## config.mk

```make
export PLATFORM = sky130hd
export DESIGN_NAME = micro_hash_core
export DESIGN_NICKNAME = d
export VERILOG_FILES = /design/src/rtl/micro_hash_core.sv
export SDC_FILE = /design/constraint.sdc
export NUM_CORES = 1
export LEC_CHECK = 0
export ABC_AREA = 1
export CORE_MARGIN = 3
export CORE_UTILIZATION = 50
export DETAILED_ROUTE_END_ITERATION = 12
export GPL_TIMING_DRIVEN = 1
export PLACE_DENSITY_LB_ADDON = 0.1
export SLEW_MARGIN = 20
export SYNTH_ARGS = -nofsm -noshare
export SYNTH_HDL_FRONTEND = slang
export SYNTH_SLANG_ARGS = --single-unit
```

## constraint.sdc

```tcl
create_clock -name clk -period 5.67 [get_ports clk]
set_input_delay 0.567 -clock clk [delete_from_list [all_inputs] [get_ports clk]]
set_output_delay 0.567 -clock clk [all_outputs]
set_load 0.02 [all_outputs]
```

## src/rtl/micro_hash_core.sv

```systemverilog
// micro_hash_core: sequential 24-bit hash over a 16-byte block.
// The 16 input bytes are expanded to a 32-byte schedule, then 32 compression
// rounds run over H0/H1/H2. The result and its difficulty flag are held until
// the next completion.
module micro_hash_core #(
    parameter int unsigned ROUNDS = 32
) (
    input  logic         clk,
    input  logic         reset,
    input  logic         start,
    input  logic [127:0] block_in,
    input  logic [7:0]   target,
    output logic         busy,
    output logic         done,
    output logic [23:0]  hash_out,
    output logic         hash_valid
);

    localparam logic [4:0] LAST_IDX = 5'(ROUNDS - 1);

    typedef enum logic [1:0] {
        IDLE,
        EXPAND,
        ROUND,
        DONE
    } state_t;

    state_t      state_q, state_d;
    logic [4:0]  idx_q, idx_d;
    logic [7:0]  w_q [ROUNDS];
    logic [7:0]  w_d [ROUNDS];
    logic [7:0]  h0_q, h0_d;
    logic [7:0]  h1_q, h1_d;
    logic [7:0]  h2_q, h2_d;
    logic [7:0]  target_q, target_d;
    logic [23:0] hash_q, hash_d;
    logic        valid_q, valid_d;

    logic [7:0]  rk, rx, rt, rt_rot, h0_next, h2_next;

    // Round function for the current index; only consumed in ROUND.
    always_comb begin
        rk      = (idx_q <= 5'd16) ? 8'h99 : 8'hA1;
        rx      = (idx_q <= 5'd16) ? (h1_q ^ h2_q) : (h1_q | h2_q);
        rt      = h0_q + rx + rk + w_q[idx_q];
        rt_rot  = {rt[5:0], rt[7:6]};
        h0_next = h1_q ^ h2_q;
        h2_next = h0_q ^ rt;
    end

    // Next-state, schedule expansion and compression update.
    always_comb begin
        state_d  = state_q;
        idx_d    = idx_q;
        w_d      = w_q;
        h0_d     = h0_q;
        h1_d     = h1_q;
        h2_d     = h2_q;
        target_d = target_q;
        hash_d   = hash_q;
        valid_d  = valid_q;

        case (state_q)
            IDLE: begin
                if (start) begin
                    for (int unsigned i = 0; i < 16; i++) begin
                        w_d[i] = block_in[127 - 8*i -: 8];
                    end
                    target_d = target;
                    h0_d     = 8'h01;
                    h1_d     = 8'h89;
                    h2_d     = 8'hFE;
                    idx_d    = 5'd16;
                    state_d  = EXPAND;
                end
            end
            EXPAND: begin
                w_d[idx_q] = (w_q[idx_q - 5'd3] | w_q[idx_q - 5'd9]) ^ w_q[idx_q - 5'd14];
                idx_d      = idx_q + 5'd1;
                if (idx_q == LAST_IDX) begin
                    idx_d   = '0;
                    state_d = ROUND;
                end
            end
            ROUND: begin
                h0_d  = h0_next;
                h1_d  = rt_rot;
                h2_d  = h2_next;
                idx_d = idx_q + 5'd1;
                if (idx_q == LAST_IDX) begin
                    hash_d  = {h0_next, rt_rot, h2_next};
                    valid_d = (h0_next < target_q) && (rt_rot < target_q);
                    idx_d   = '0;
                    state_d = DONE;
                end
            end
            DONE: begin
                state_d = IDLE;
            end
            default: begin
                state_d = IDLE;
            end
        endcase
    end

    // State and datapath registers; reset clears everything including the result.
    always_ff @(posedge clk or negedge reset) begin
        if (!reset) begin
            state_q  <= IDLE;
            idx_q    <= '0;
            for (int unsigned i = 0; i < ROUNDS; i++) begin
                w_q[i] <= '0;
            end
            h0_q     <= '0;
            h1_q     <= '0;
            h2_q     <= '0;
            target_q <= '0;
            hash_q   <= '0;
            valid_q  <= 1'b0;
        end else begin
            state_q  <= state_d;
            idx_q    <= idx_d;
            w_q      <= w_d;
            h0_q     <= h0_d;
            h1_q     <= h1_d;
            h2_q     <= h2_d;
            target_q <= target_d;
            hash_q   <= hash_d;
            valid_q  <= valid_d;
        end
    end

    assign busy       = (state_q == EXPAND) || (state_q == ROUND);
    assign done       = (state_q == DONE);
    assign hash_out   = hash_q;
    assign hash_valid = valid_q;

endmodule
```

==> impl_metrics.yaml <==
setup_path:
  critical-path-slowest-cell: "sky130_fd_sc_hd__fa_1"
  timing.critical_path.fanout_max: 25
  path_delay_family: "adder cells"
  rr_endpoint: "hash_valid$_DFFE_PN0P_"
  timing.critical_path.buf_inv: 6
  critical-path-max-stage-delay_ns: 0.48
  reg2reg_setup_slack_ns: 0.51
  crit_top_cell: "sky130_fd_sc_hd__nand2_1"
  crit_start: "idx_q[1]$_DFFE_PN0P_"
  worstReg2RegStart: "idx_q[1]$_DFFE_PN0P_"
  worst_setup_path_type: "flop to flop"
  cp-end-kind: "flop"
  worst_ep_arrival_time_ns: 5.66
  cell_chain_of_the_critical_path: "clkinv_2, buf_4, buf_4, nor2_1, o22ai_1, nand2_1, o2111ai_1, o21ai_0, inv_1, fa_1, ha_1, ha_1, inv_1, fa_1, o31ai_1, nand2_1, nand2_1, inv_1, ha_1, nand4_1, nand4_1, a31oi_1, nand2_1, nand2_1"
  required_ns: 6.17
  r2r.worst_path.cells: 24
  startpoint_type: "flop"
sta:
  worst-slew-pin-transition_ns: 1.08
  final_cycle_utilization_of_the_critical_path_pct: 91.0
  finalHoldViolCount: 0
  maxSlewHeadroom_pct: 27.6
  post-route-min-period_ns: 5.16
  timing.clock.skew_ns: 0.0239
  final_worst_slack_ns: 0.512
  rsz_0062_raised_after_global_routing: "no"
  final.setup.tns_ns: 0
  highest_clock_frequency_the_design_can_meet_mhz: 194
  final-max-slew-violation-count: 0
  setup_viol: 0
layout:
  areaGrowthSynthToFinish_pct: 13.9
  final_layout_size_suffix_gt1_share_pct: 5.09
  mostFrequentLayoutCell: "sky130_fd_sc_hd__nand2_1"
  layout.filler_cells: 4334
  final_net_count: 3783
  layout.cells.most_common_list: "sky130_fd_sc_hd__nand2_1, sky130_fd_sc_hd__nand3_1, sky130_fd_sc_hd__dfrtp_1"
  antenna_cells: 0
  multi_input_area_um2: 13300
  ff_latch_area_um2: 8020
routing:
  detail_route.vias_per_cell: 6.20
  avgRoutedWirePerCell_um: 22.6
  via_count_of_the_routed_design: 26100
  antenna_violating_nets_post_route: 0
  drc_errors: 0
  detailed_route_wl_um: 95100
  drt_first_iter_violations: 3888
  detailedRoute.firstPassIterationCount: 10
yosys:
  synthDistinctLibCells: 43
  synth-seq-area-share_pct: 35.0
  syn_nets: 3738
  yosys_warnings: 0
  synth_top_cell_by_area: "sky130_fd_sc_hd__dfrtp_1"
  ys_seq_elements: 320
  post_syn_area_per_cell_um2: 6.47
  synth_area_um2: 22900
  synth_area_leaders: "sky130_fd_sc_hd__dfrtp_1, sky130_fd_sc_hd__nand2_1, sky130_fd_sc_hd__nand3_1, sky130_fd_sc_hd__a21oi_1, sky130_fd_sc_hd__o21ai_0"
  synth_top_area_share_pct: 35.0
  synthCells: 3542
hold_path:
  hold_class: "input pin to asynchronous set/reset pin"
global_routing:
  grt_max_degree: 144
  grtUsageTotal_pct: 38.9
  grtUsageMet2_pct: 59.6
  groute.layer.met3.usage_pct: 8.95
  antenna_violations_before_repair: 3
  global_route.overflow_total: 0
  grt-busiest-layer: "met2"
  grt_pass1_wl_um: 144000
  groute.layer.met1.usage_pct: 51.5
  first_global_vias: 24500
die:
  floorplan.initialDensity_pct: 51.2
  die_outline_area_um2: 48400
  floorplan.core_area_um2: 44700
  io_pins: 166
  die_h_um: 220
  fp.dieW_um: 220
  rows: 77
place:
  hpwl_um: 67100
  routabilityCongestion: 1.03
  pre_cts_ws_ns: 0.538
  buffer_ports.inserted: 165
clocking:
  clock_insertion_delay_worst_skew_ns: 0.58
  tritoncts.num_buffers: 38
  clock_tree_from_tritoncts: "done"
  cts_num_sinks: 320
  clockBufferDepth: 3
  cts.clk_slew.worst_paths_ns: 0.07
  htreeDepth: 2
  clock-root-buffer: "sky130_fd_sc_hd__clkbuf_16"
run_status:
  status: "complete, no violations"
job:
  max_cap_viol_count: 0
## synth_stat cells
master                         n
sky130_fd_sc_hd__nand2_1    1323
sky130_fd_sc_hd__nand3_1     671
sky130_fd_sc_hd__dfrtp_1     320
sky130_fd_sc_hd__a21oi_1     259
sky130_fd_sc_hd__nor2_1      178
sky130_fd_sc_hd__o21ai_0     160
sky130_fd_sc_hd__inv_1       134
sky130_fd_sc_hd__buf_2        86
sky130_fd_sc_hd__o21ai_1      81
sky130_fd_sc_hd__clkbuf_1     69
sky130_fd_sc_hd__ha_1         47
sky130_fd_sc_hd__buf_1        32
sky130_fd_sc_hd__buf_4        22
sky130_fd_sc_hd__nand2_2      21
sky130_fd_sc_hd__o22ai_1      21
sky130_fd_sc_hd__inv_2        14
sky130_fd_sc_hd__o211ai_1     14
sky130_fd_sc_hd__fa_1         10
sky130_fd_sc_hd__nand3_2       9
sky130_fd_sc_hd__a31oi_1       8
sky130_fd_sc_hd__xor2_1        7
sky130_fd_sc_hd__a21oi_2       6
sky130_fd_sc_hd__nand4_1       5
sky130_fd_sc_hd__o2111ai_1     5
sky130_fd_sc_hd__or2_2         4
sky130_fd_sc_hd__a221oi_1      3
sky130_fd_sc_hd__a22oi_1       3
sky130_fd_sc_hd__buf_6         3
sky130_fd_sc_hd__nor3_1        3
sky130_fd_sc_hd__nor4_1        3
sky130_fd_sc_hd__xnor2_1       3
sky130_fd_sc_hd__xor2_4        3
sky130_fd_sc_hd__clkinv_1      2
sky130_fd_sc_hd__nor2_2        2
sky130_fd_sc_hd__nor2_4        2
sky130_fd_sc_hd__xor2_2        2
sky130_fd_sc_hd__a21boi_0      1
sky130_fd_sc_hd__a41oi_1       1
sky130_fd_sc_hd__inv_4         1
sky130_fd_sc_hd__mux2i_1       1
sky130_fd_sc_hd__nand2b_1      1
sky130_fd_sc_hd__o31ai_1       1
sky130_fd_sc_hd__xnor2_2       1
## final cells by class
cell class	count	area share [%]
Sequential cell	320	30.7
Timing Repair Buffer	217	8.29
Inverter	151	2.23
Clock inverter	16	0.719
Clock buffer	52	4.08
Tap cell	592	2.84
Multi-Input combinational cell	2859	51.1
## worst reg2reg max path, cell delays in order (launching register included)
cell and delay [ns]:
sky130_fd_sc_hd__dfrtp_4 0.43, sky130_fd_sc_hd__clkinv_2 0.33, sky130_fd_sc_hd__buf_4 0.35, sky130_fd_sc_hd__buf_4 0.21, sky130_fd_sc_hd__nor2_1 0.14, sky130_fd_sc_hd__o22ai_1 0.12
sky130_fd_sc_hd__nand2_1 0.08, sky130_fd_sc_hd__o2111ai_1 0.21, sky130_fd_sc_hd__o21ai_0 0.23, sky130_fd_sc_hd__inv_1 0.09, sky130_fd_sc_hd__fa_1 0.47, sky130_fd_sc_hd__ha_1 0.29
sky130_fd_sc_hd__ha_1 0.18, sky130_fd_sc_hd__inv_1 0.07, sky130_fd_sc_hd__fa_1 0.48, sky130_fd_sc_hd__o31ai_1 0.29, sky130_fd_sc_hd__nand2_1 0.07, sky130_fd_sc_hd__nand2_1 0.18
sky130_fd_sc_hd__inv_1 0.07, sky130_fd_sc_hd__ha_1 0.31, sky130_fd_sc_hd__nand4_1 0.11, sky130_fd_sc_hd__nand4_1 0.11, sky130_fd_sc_hd__a31oi_1 0.15, sky130_fd_sc_hd__nand2_1 0.07
sky130_fd_sc_hd__nand2_1 0.05
## timing repair
item                       4_1_cts  5_1_grt
hold buffers                     1        0
hold endpoints to repair        48        0
setup endpoints to repair        0        1
gates resized for setup          0        1
buffers inserted                 0        0
## metrics by stage
step | area [um^2] | hold slack [ns] | utilization, % | std cells
6_report | 26100 | 0.480 | 58.4 | 4207
5_1_grt | 26100 | 0.508 | 58.4 | 4207
4_1_cts | 26100 | 0.484 | 58.3 | 4207
3_5_place_dp | 24800 | 0.468 | 55.5 | 4138
3_3_place_gp | 24800 | 0.463 | 55.5 | 4138
2_1_floorplan | 22900 | 0.271 | - | 3542
## flip-flops by register name, summed over array words and instances (netlist names)
signal      cells
h0_q            8
h2_q            8
hash_out       24
hash_valid      1
idx_q           5
w_q           256
h1_q            8
state_q         2
target_q        8
## worst max-delay path by stage
stage | slack, ns | to | depth (start not counted)
floorplan | 0.43 | hash_valid$_DFFE_PN0P_ | 29
global placement | 0.58 | hash_valid$_DFFE_PN0P_ | 27
detailed placement | 0.54 | hash_valid$_DFFE_PN0P_ | 27
CTS | 0.53 | hash_valid$_DFFE_PN0P_ | 27
global route | 0.04 | hash_valid$_DFFE_PN0P_ | 25
finish | 0.51 | hash_valid$_DFFE_PN0P_ | 24
## cells by family (layout without fill, tap and decap cells)
| logic type | Yosys count | after routing | synth area share (%) |
|---|---|---|---|
| AOI/OAI and AO/OA | 563 | 563 | 12.9 |
| xor gates and xnor gates | 16 | 16 | 0.956 |
| adders and majority gates | 57 | 57 | 3.44 |
| buffers and inverters | 363 | 436 | 6.89 |
| DFF | 320 | 320 | 35.0 |
| muxes | 1 | 1 | 0.0437 |
| and+or+nand+nor | 2222 | 2222 | 40.8 |
## metal layers
layer	routed length, um	part of all wire (%)	vias to the layer above
li1	-	-	11800
met1	36800	39	12200
met2	41600	44	1689
met3	11000	12	328
met4	5610	5.9	4
met5	30	0.032	-
Power is left out: the tool's default activity adds up to more than one toggle a clock period on the data nets, which glitch-free logic cannot reach.
